## src/rtl/ps2_pkg.sv

```systemverilog
// Shared PS/2 types, command codes and frame helper.
// Used by the host transmitter and the PS/2 receiver path.
package ps2_pkg;

    typedef enum logic [2:0] {
        IDLE,
        INHIBIT,
        RTS,
        SEND,
        ACK
    } ps2_tx_state_t;

    localparam logic [7:0] PS2_CMD_SET_LEDS = 8'hED;
    localparam logic [7:0] PS2_CMD_ECHO     = 8'hEE;
    localparam logic [7:0] PS2_CMD_ENABLE   = 8'hF4;
    localparam logic [7:0] PS2_CMD_RESET    = 8'hFF;
    localparam logic [7:0] PS2_ACK          = 8'hFA;

    // {stop, odd parity, data}; bit 0 goes out first.
    function automatic logic [9:0] ps2_frame(input logic [7:0] d);
        return {1'b1, ~^d, d};
    endfunction

endpackage

```

## src/rtl/ps2_line_sync.sv

```systemverilog
// PS/2 pad conditioner: 2-flop synchroniser, 4-sample debounce
// and a one-cycle pulse on each filtered falling edge.
module ps2_line_sync (
    input  logic clk,
    input  logic rst,
    input  logic line_i,
    output logic level_o,
    output logic fall_o
);

    logic [1:0] sync_q;
    logic       filt_q, filt_d;
    logic [1:0] cnt_q, cnt_d;
    logic       fall_q, fall_d;

    always_ff @(posedge clk or posedge rst) begin
        if (rst) begin
            sync_q <= 2'b11;
            filt_q <= 1'b1;
            cnt_q  <= 2'd0;
            fall_q <= 1'b0;
        end else begin
            sync_q <= {sync_q[0], line_i};
            filt_q <= filt_d;
            cnt_q  <= cnt_d;
            fall_q <= fall_d;
        end
    end

    // Filter flips only after four consecutive samples disagree with it.
    always_comb begin
        filt_d = filt_q;
        cnt_d  = 2'd0;
        fall_d = 1'b0;
        if (sync_q[1] != filt_q) begin
            if (cnt_q == 2'd3) begin
                filt_d = sync_q[1];
                fall_d = filt_q;
            end else begin
                cnt_d = cnt_q + 2'd1;
            end
        end
    end

    assign level_o = filt_q;
    assign fall_o  = fall_q;

endmodule

```

## src/rtl/ps2_host_tx.sv

```systemverilog
// Host-to-device PS/2 transmitter: inhibit, request-to-send, then
// clocks out one byte under device clock and checks the ACK bit.
module ps2_host_tx
    import ps2_pkg::*;
#(
    parameter int INHIBIT_CYCLES = 2800,
    parameter int RTS_CYCLES     = 56,
    parameter int TIMEOUT_CYCLES = 420000
) (
    input  logic       clk,
    input  logic       rst,
    input  logic [7:0] tx_data,
    input  logic       tx_start,
    output logic       busy,
    output logic       done,
    output logic       ack_err,
    output logic       timeout,
    input  logic       ps2_clk_i,
    input  logic       ps2_data_i,
    output logic       ps2_clk_oe,
    output logic       ps2_data_oe
);

    localparam int CMAX = (INHIBIT_CYCLES > RTS_CYCLES) ? INHIBIT_CYCLES : RTS_CYCLES;
    localparam int CW   = $clog2(CMAX);
    localparam int TW   = $clog2(TIMEOUT_CYCLES);

    ps2_tx_state_t state_q, state_d;
    logic [CW-1:0] cnt_q, cnt_d;
    logic [TW-1:0] tmo_q, tmo_d;
    logic [9:0]    frame_q, frame_d;
    logic [3:0]    bit_q, bit_d;
    logic          doe_q, doe_d;

    logic clk_lvl_unused, clk_fall;
    logic data_lvl, data_fall_unused;
    logic tmo_hit;

    ps2_line_sync u_clk_sync (
        .clk    (clk),
        .rst    (rst),
        .line_i (ps2_clk_i),
        .level_o(clk_lvl_unused),
        .fall_o (clk_fall)
    );

    ps2_line_sync u_data_sync (
        .clk    (clk),
        .rst    (rst),
        .line_i (ps2_data_i),
        .level_o(data_lvl),
        .fall_o (data_fall_unused)
    );

    always_ff @(posedge clk or posedge rst) begin
        if (rst) begin
            state_q <= IDLE;
            cnt_q   <= '0;
            tmo_q   <= '0;
            frame_q <= '0;
            bit_q   <= '0;
            doe_q   <= 1'b0;
        end else begin
            state_q <= state_d;
            cnt_q   <= cnt_d;
            tmo_q   <= tmo_d;
            frame_q <= frame_d;
            bit_q   <= bit_d;
            doe_q   <= doe_d;
        end
    end

    assign tmo_hit = (tmo_q == TW'(TIMEOUT_CYCLES - 1));

    always_comb begin
        state_d     = state_q;
        cnt_d       = cnt_q;
        tmo_d       = tmo_q;
        frame_d     = frame_q;
        bit_d       = bit_q;
        doe_d       = doe_q;
        busy        = (state_q != IDLE);
        done        = 1'b0;
        ack_err     = 1'b0;
        timeout     = 1'b0;
        ps2_clk_oe  = 1'b0;
        ps2_data_oe = 1'b0;
        unique case (state_q)
            IDLE: begin
                if (tx_start) begin
                    frame_d = ps2_frame(tx_data);
                    bit_d   = 4'd0;
                    cnt_d   = '0;
                    state_d = INHIBIT;
                end
            end
            INHIBIT: begin
                ps2_clk_oe = 1'b1;
                cnt_d      = cnt_q + CW'(1);
                if (cnt_q == CW'(INHIBIT_CYCLES - 1)) begin
                    cnt_d   = '0;
                    state_d = RTS;
                end
            end
            RTS: begin
                ps2_clk_oe  = 1'b1;
                ps2_data_oe = 1'b1;
                cnt_d       = cnt_q + CW'(1);
                if (cnt_q == CW'(RTS_CYCLES - 1)) begin
                    tmo_d   = '0;
                    doe_d   = 1'b1;
                    state_d = SEND;
                end
            end
            SEND: begin
                ps2_data_oe = doe_q;
                tmo_d       = tmo_q + TW'(1);
                if (tmo_hit) begin
                    timeout = 1'b1;
                    state_d = IDLE;
                end else if (clk_fall) begin
                    doe_d = ~frame_q[bit_q];
                    bit_d = bit_q + 4'd1;
                    if (bit_q == 4'd9) begin
                        state_d = ACK;
                    end
                end
            end
            ACK: begin
                ps2_data_oe = doe_q;
                tmo_d       = tmo_q + TW'(1);
                if (tmo_hit) begin
                    timeout = 1'b1;
                    state_d = IDLE;
                end else if (clk_fall) begin
                    done    = ~data_lvl;
                    ack_err = data_lvl;
                    state_d = IDLE;
                end
            end
            default: state_d = IDLE;
        endcase
    end

endmodule
```

## config.mk

```make
export PLATFORM = sky130hd
export DESIGN_NAME = ps2_host_tx
export DESIGN_NICKNAME = d
export VERILOG_FILES = /design/src/rtl/ps2_pkg.sv /design/src/rtl/ps2_line_sync.sv /design/src/rtl/ps2_host_tx.sv
export SDC_FILE = /design/constraint.sdc
export NUM_CORES = 1
export LEC_CHECK = 0
export CAP_MARGIN = 20
export CORE_MARGIN = 5
export CORE_UTILIZATION = 36
export CTS_BUF_LIST = sky130_fd_sc_hd__clkbuf_4
export CTS_CLUSTER_SIZE = 30
export DETAILED_ROUTE_END_ITERATION = 16
export SLEW_MARGIN = 5
export SYNTH_ARGS = -nofsm -noshare
export SYNTH_HDL_FRONTEND = slang
export SYNTH_SLANG_ARGS = --single-unit
```

## constraint.sdc

```tcl
create_clock -name clk -period 5.35 [get_ports clk]
set_clock_uncertainty 0.15 [all_clocks]
set_input_delay 0.535 -clock clk [delete_from_list [all_inputs] [get_ports clk]]
set_output_delay 0.535 -clock clk [all_outputs]
set_load 0.005 [all_outputs]
```

# Word level (Yosys, flattened, before mapping)
# Index checks and enable logic that the tools add are counted.
# Widths: inputs -> output; s select.
dict set report classes {
  addsub 5
  magnitude_cmp 1
  n_eq_ne 20
  mux 40
  n_bitwise 2
  n_reduce_logical 17
}
# cell n
set ops {}
lappend ops {{$pmux 19 s2} 1}
lappend ops {{$pmux 12 s3} 1}
lappend ops {{$mux 12} 2}
lappend ops {{$mux 3} 8}
lappend ops {{$add 19x1->19 const B} 1}
lappend ops {{$eq 19x19->1 const B} 1}
lappend ops {{$mux 19} 1}
lappend ops {{$mux 1} 15}
lappend ops {{$pmux 3 s5} 1}
lappend ops {{$add 12x1->12 const B} 1}
lappend ops {{$eq 12x12->1 const B} 1}
lappend ops {{$eq 12x6->1 const B} 1}
lappend ops {{$mux 4} 3}
lappend ops {{$reduce_and 2->1} 5}
lappend ops {{$mux 2} 4}
lappend ops {{$ne 2x2->1 const B} 4}
lappend ops {{$pmux 4 s2} 1}
lappend ops {{$reduce_and 4->1} 2}
lappend ops {{$reduce_xnor 8->1} 1}
lappend ops {{$eq 3x2->1 const B} 2}
lappend ops {{$ne 3x2->1 const B} 2}
lappend ops {{$reduce_and 6->1} 1}
lappend ops {{$reduce_bool 2->1} 3}
lappend ops {{$reduce_bool 3->1} 2}
lappend ops {{15 further kinds} 21}
dict set report word_totals {
  regBits 60
  inputBits 13
  out_inout_bits 6
}

# Logic depth before layout (Yosys ltp)
dict set report logic_depth {
  ltp_word 6
  ltp_mapped 7
  mapped_depth_nobuf 6
}

# By module
# From an unflattened synthesis, not the netlist that was laid out.
dict set report unflattened {
  hier_cells 352
  hier_area_um2 3340.7
}
# module n_inst cells_each area_per_inst_um2 seq_area_each_um2
set modules_own_cells {}
lappend modules_own_cells {ps2_host_tx 1 326 2907.8 1226.2}
lappend modules_own_cells {ps2_line_sync 2 13 216.5 153.9}

# Least setup slack after synthesis
# Ideal clock, no wire load.
dict set report synth_path {
  path_type {reg-to-output}
  from {register state_q[1]}
  to {output timeout}
  t_arrival_ns 1.283
  t_required_ns 4.665
  path_slack_ns 3.382
  path_stages_with_launch 5
  path_buffers 1
  path_cell_list {dfrtp_1 -> or3b_1 -> buf_4 -> and2_4 -> nor3_1}
}
dict set report synth_between {
  elab_chain_len 3
  word_cells_on_any_way 4
  classes_between {2 x eq/ne; 1 x mux; 1 x reduce/logical}
}
# item line_no
set synth_rtl {}
lappend synth_rtl {{from (decl)} ps2_host_tx.sv:28} ;# ps2_tx_state_t state_q, state_d;
lappend synth_rtl {{from (signal assigned)} ps2_host_tx.sv:64} ;# state_q <= state_d;
lappend synth_rtl {{$eq 3x3->1 or $eq 3x2->1 (tied branches)} ps2_host_tx.sv:88} ;# unique case (state_q)
lappend synth_rtl {{$reduce_or 2->1 (no source line) (*)} n/a}
lappend synth_rtl {{$mux 1 (*)} n/a}
lappend synth_rtl {{to (decl)} ps2_host_tx.sv:17} ;# output logic timeout,
# Every way passes the cells marked *; elsewhere a longest branch is shown, timed or not.

# Final worst setup path
# Same ends and word-level chain as after synthesis.

==> results.sh <==
export IMPL_clk_latency_ns=0.41
export IMPL_portBuffers=18
export IMPL_async_flop_share=1.00
export IMPL_grtUsageMet2=0.183
export IMPL_die_h_um=103
export IMPL_synth_top_family_by_area="simple AND/OR/NAND/NOR gates"
export IMPL_synth_seq_cells=60
export IMPL_yosysMostFrequentCell="dfrtp_1"
export IMPL_dp_cells=421
export IMPL_cts_tree="done"
export IMPL_synth_xor_area_share=0.104
export IMPL_ant_nets=0
export IMPL_max_freq_ghz=0.309
export IMPL_syn_num_nets=320
export IMPL_crit_chain="or3b_1 > and2_4 > nor3_1 > clkdlybuf4s50_1"
export IMPL_rsz0062_at_grt="no"
export IMPL_synth_area_leaders="dfrtp_1 (43%), xnor2_1 (5.9%), dfstp_2 (5.1%)"
export IMPL_critPathMaxFanout=14
export IMPL_area_growth_pct=12.6
export IMPL_fin_hold_ws_ns=0.210
export IMPL_synth_common_cells="dfrtp_1 (54), nor2_1 (42), xnor2_1 (21)"
export IMPL_power_leakage_nw=1.48
export IMPL_clockBufferDepth=2
export IMPL_htree_num_levels=3
export IMPL_min_path_type="flip-flop to flip-flop"
export IMPL_maxCapViolations=0
export IMPL_gr_max_usage_layer="met2"
export IMPL_yosys_warnings=0
export IMPL_grt_use_met1=0.180
export IMPL_synth_top_area_frac=0.434
export IMPL_power_density_mw_per_mm2=287
export IMPL_cp_top_family="simple AND/OR/NAND/NOR gates"
export IMPL_viasPerCell=5.11
export IMPL_arrival_ns=2.55
export IMPL_cts_buffers=9
export IMPL_postSynthCellCount=301
export IMPL_clk_root_buffer_cell="clkbuf_4"
export IMPL_grt_pass1_vias=2273
export IMPL_min_from="u_clk_sync.sync_q[0]"
export IMPL_fin_nets=343
export IMPL_track_usage=0.128
export IMPL_final_period_utilization=0.605
export IMPL_grt_max_degree=61
export IMPL_cts_repair_resized=0
export IMPL_crit_type="flip-flop to primary output"
export IMPL_synth_edff_count=0
export IMPL_die_area_mm2=0.0106
export IMPL_max_stage_delay_ns=0.60
export IMPL_core_region_area_mm2=0.00859
export IMPL_finalSetupTns_ns=0
export IMPL_routabilityCongestion=0.786
export IMPL_pin_count=19
export IMPL_diodes=0
export IMPL_synth_simple_gate_area_frac=0.230
export IMPL_vias=2235
export IMPL_power_mw=1.01
export IMPL_grt_overflow_total=0
export IMPL_min_period_ns=3.24
export IMPL_grt_pass1_wl_um=10700
export IMPL_grt_antenna_before_repair=0
export IMPL_seq_area_frac_synth=0.485
export IMPL_required_ns=4.66
export IMPL_synth_compound_area_frac=0.0667
export IMPL_synth_top_cell_by_area="dfrtp_1"
export IMPL_placed_area_mm2=0.00340
export IMPL_final_cells=437
export IMPL_wirelength_um=5960
export IMPL_die_w_um=103
export IMPL_clk_pin_slew_ns=0.11
export IMPL_ir_drop_mv=0.102
export IMPL_r2r_start="cnt_q[0]"
export IMPL_crit_start="state_q[1]"
export IMPL_start_kind="flip-flop"
export IMPL_drive_gt1_frac=0.140
export IMPL_first_pass_iters=4
export IMPL_rows=34
export IMPL_synth_area_mux_share=0.0603
export IMPL_end_kind="primary output"
export IMPL_dpl_hpwl_um=4110
export IMPL_design_area_mm2=0.00350
export IMPL_synthFlopType="dfrtp_1"
export IMPL_slowest_stage="or3b_1"
export IMPL_ctsHoldBuffers=0
export IMPL_synth_cell_types=54
export IMPL_cts_sinks=60
export IMPL_status="completed"
export IMPL_slew_violations=0
export IMPL_slew_headroom=0.507
export IMPL_met3_usage=0.0271
export IMPL_synthAdderAreaFrac=0.0241
export IMPL_drtIter0Drc=98
export IMPL_avgSynthCellArea_um2=10.3
export IMPL_drc=0
export IMPL_hold_violations=0
export IMPL_initial_core_util=0.362
export IMPL_report_final_setup_viol=0
export IMPL_tightest_slew_ns=0.739
export IMPL_critPathBufInv=1
export IMPL_wl_per_cell_um=13.6
export IMPL_synthesis_area_mm2=0.00311
export IMPL_post_cts_buffers=0
-- cells in the final DEF (no fill, tap or decap), types with 4 or more instances in the layout --
master,Yosys,final
clkbuf_4,0,9
dfrtp_1,54,54
clkdlybuf4s50_1,0,18
dfstp_2,6,6
nor3_1,11,10
nand4_1,11,11
mux2_2,12,12
nor2_1,42,42
ha_1,6,6
inv_1,11,10
nand3_1,12,12
nor2b_1,4,4
and3_1,5,5
xnor2_1,21,21
xor2_1,16,16
o21ai_0,6,6
nand2_1,19,19
a21oi_1,5,5
-- routing by layer --
layer / vias up / share of wire
li1: 1100 / -
met1: 1079 / 0.49
met2: 41 / 0.45
met3: 15 / 0.029
met4: 0 / 0.032
met5: - / 0
-- where the power goes --
part	leakage [nW]	total (mW)	internal, mW	switching, mW
clock network	0.0580	0.254	0.0883	0.166
logic	0.647	0.174	0.0985	0.0758
registers	0.776	0.578	0.524	0.0542
total	1.48	1.01	0.710	0.296
-- cell families after synthesis --
logic type | after synthesis
simple gates | 134
flops | 60
xor+xnor | 37
compound gates | 28
buf+inv | 20
mux | 16
fa+ha+maj | 6
-- final cells by class --
cell class | instances | area (um2)
Multi-Input combinational cell | 221 | 1520
Sequential cell | 60 | 1510
Tap cell | 108 | 135
Clock buffer | 9 | 67.6
Inverter | 11 | 41.3
Fill cell | 829 | 5090
Clock inverter | 7 | 33.8
Timing Repair Buffer | 21 | 203
-- per-stage QoR --
step / utilization / setup WS (ns)
2_1_floorplan: - / 3.19
3_3_place_gp: 0.396 / 2.58
3_5_place_dp: 0.396 / 2.55
4_1_cts: 0.408 / 2.09
5_1_grt: 0.408 / 1.95
6_report: 0.408 / 2.11
-- worst register-to-register path, cell delays in order, from the launching register on --
cell	delay, ns
dfrtp_1	0.40
ha_1	0.18
and4bb_2	0.24
and4_1	0.27
nand2_1	0.09
a211oi_2	0.62
nor2_1	0.12
-- worst paths after layout --
kind	slack (ns)	cells past startpoint	end
setup / recovery	2.11	4	timeout
hold / removal	0.21	0	u_clk_sync.sync_q[1]
setup reg to reg	3.14	6	cnt_q[9]
hold reg to reg	0.21	0	u_clk_sync.sync_q[1]
max in group asynchronous	4.06	3	bit_q[2]
min in group asynchronous	0.50	3	state_q[2]
-- sequential cells by signal, indices dropped and copies added, names as in the netlist --
| name | count |
|---|---|
| u_clk_sync.fall_o | 1 |
| u_clk_sync.level_o | 1 |
| bit_q | 4 |
| tmo_q | 19 |
| u_data_sync.sync_q | 2 |
| state_q | 3 |
| doe_q | 1 |
| u_clk_sync.sync_q | 2 |
| cnt_q | 12 |
| u_data_sync.cnt_q | 2 |
| u_data_sync.level_o | 1 |
| frame_q | 10 |
| u_clk_sync.cnt_q | 2 |
Note: power is estimated with default switching activity, not from simulation.
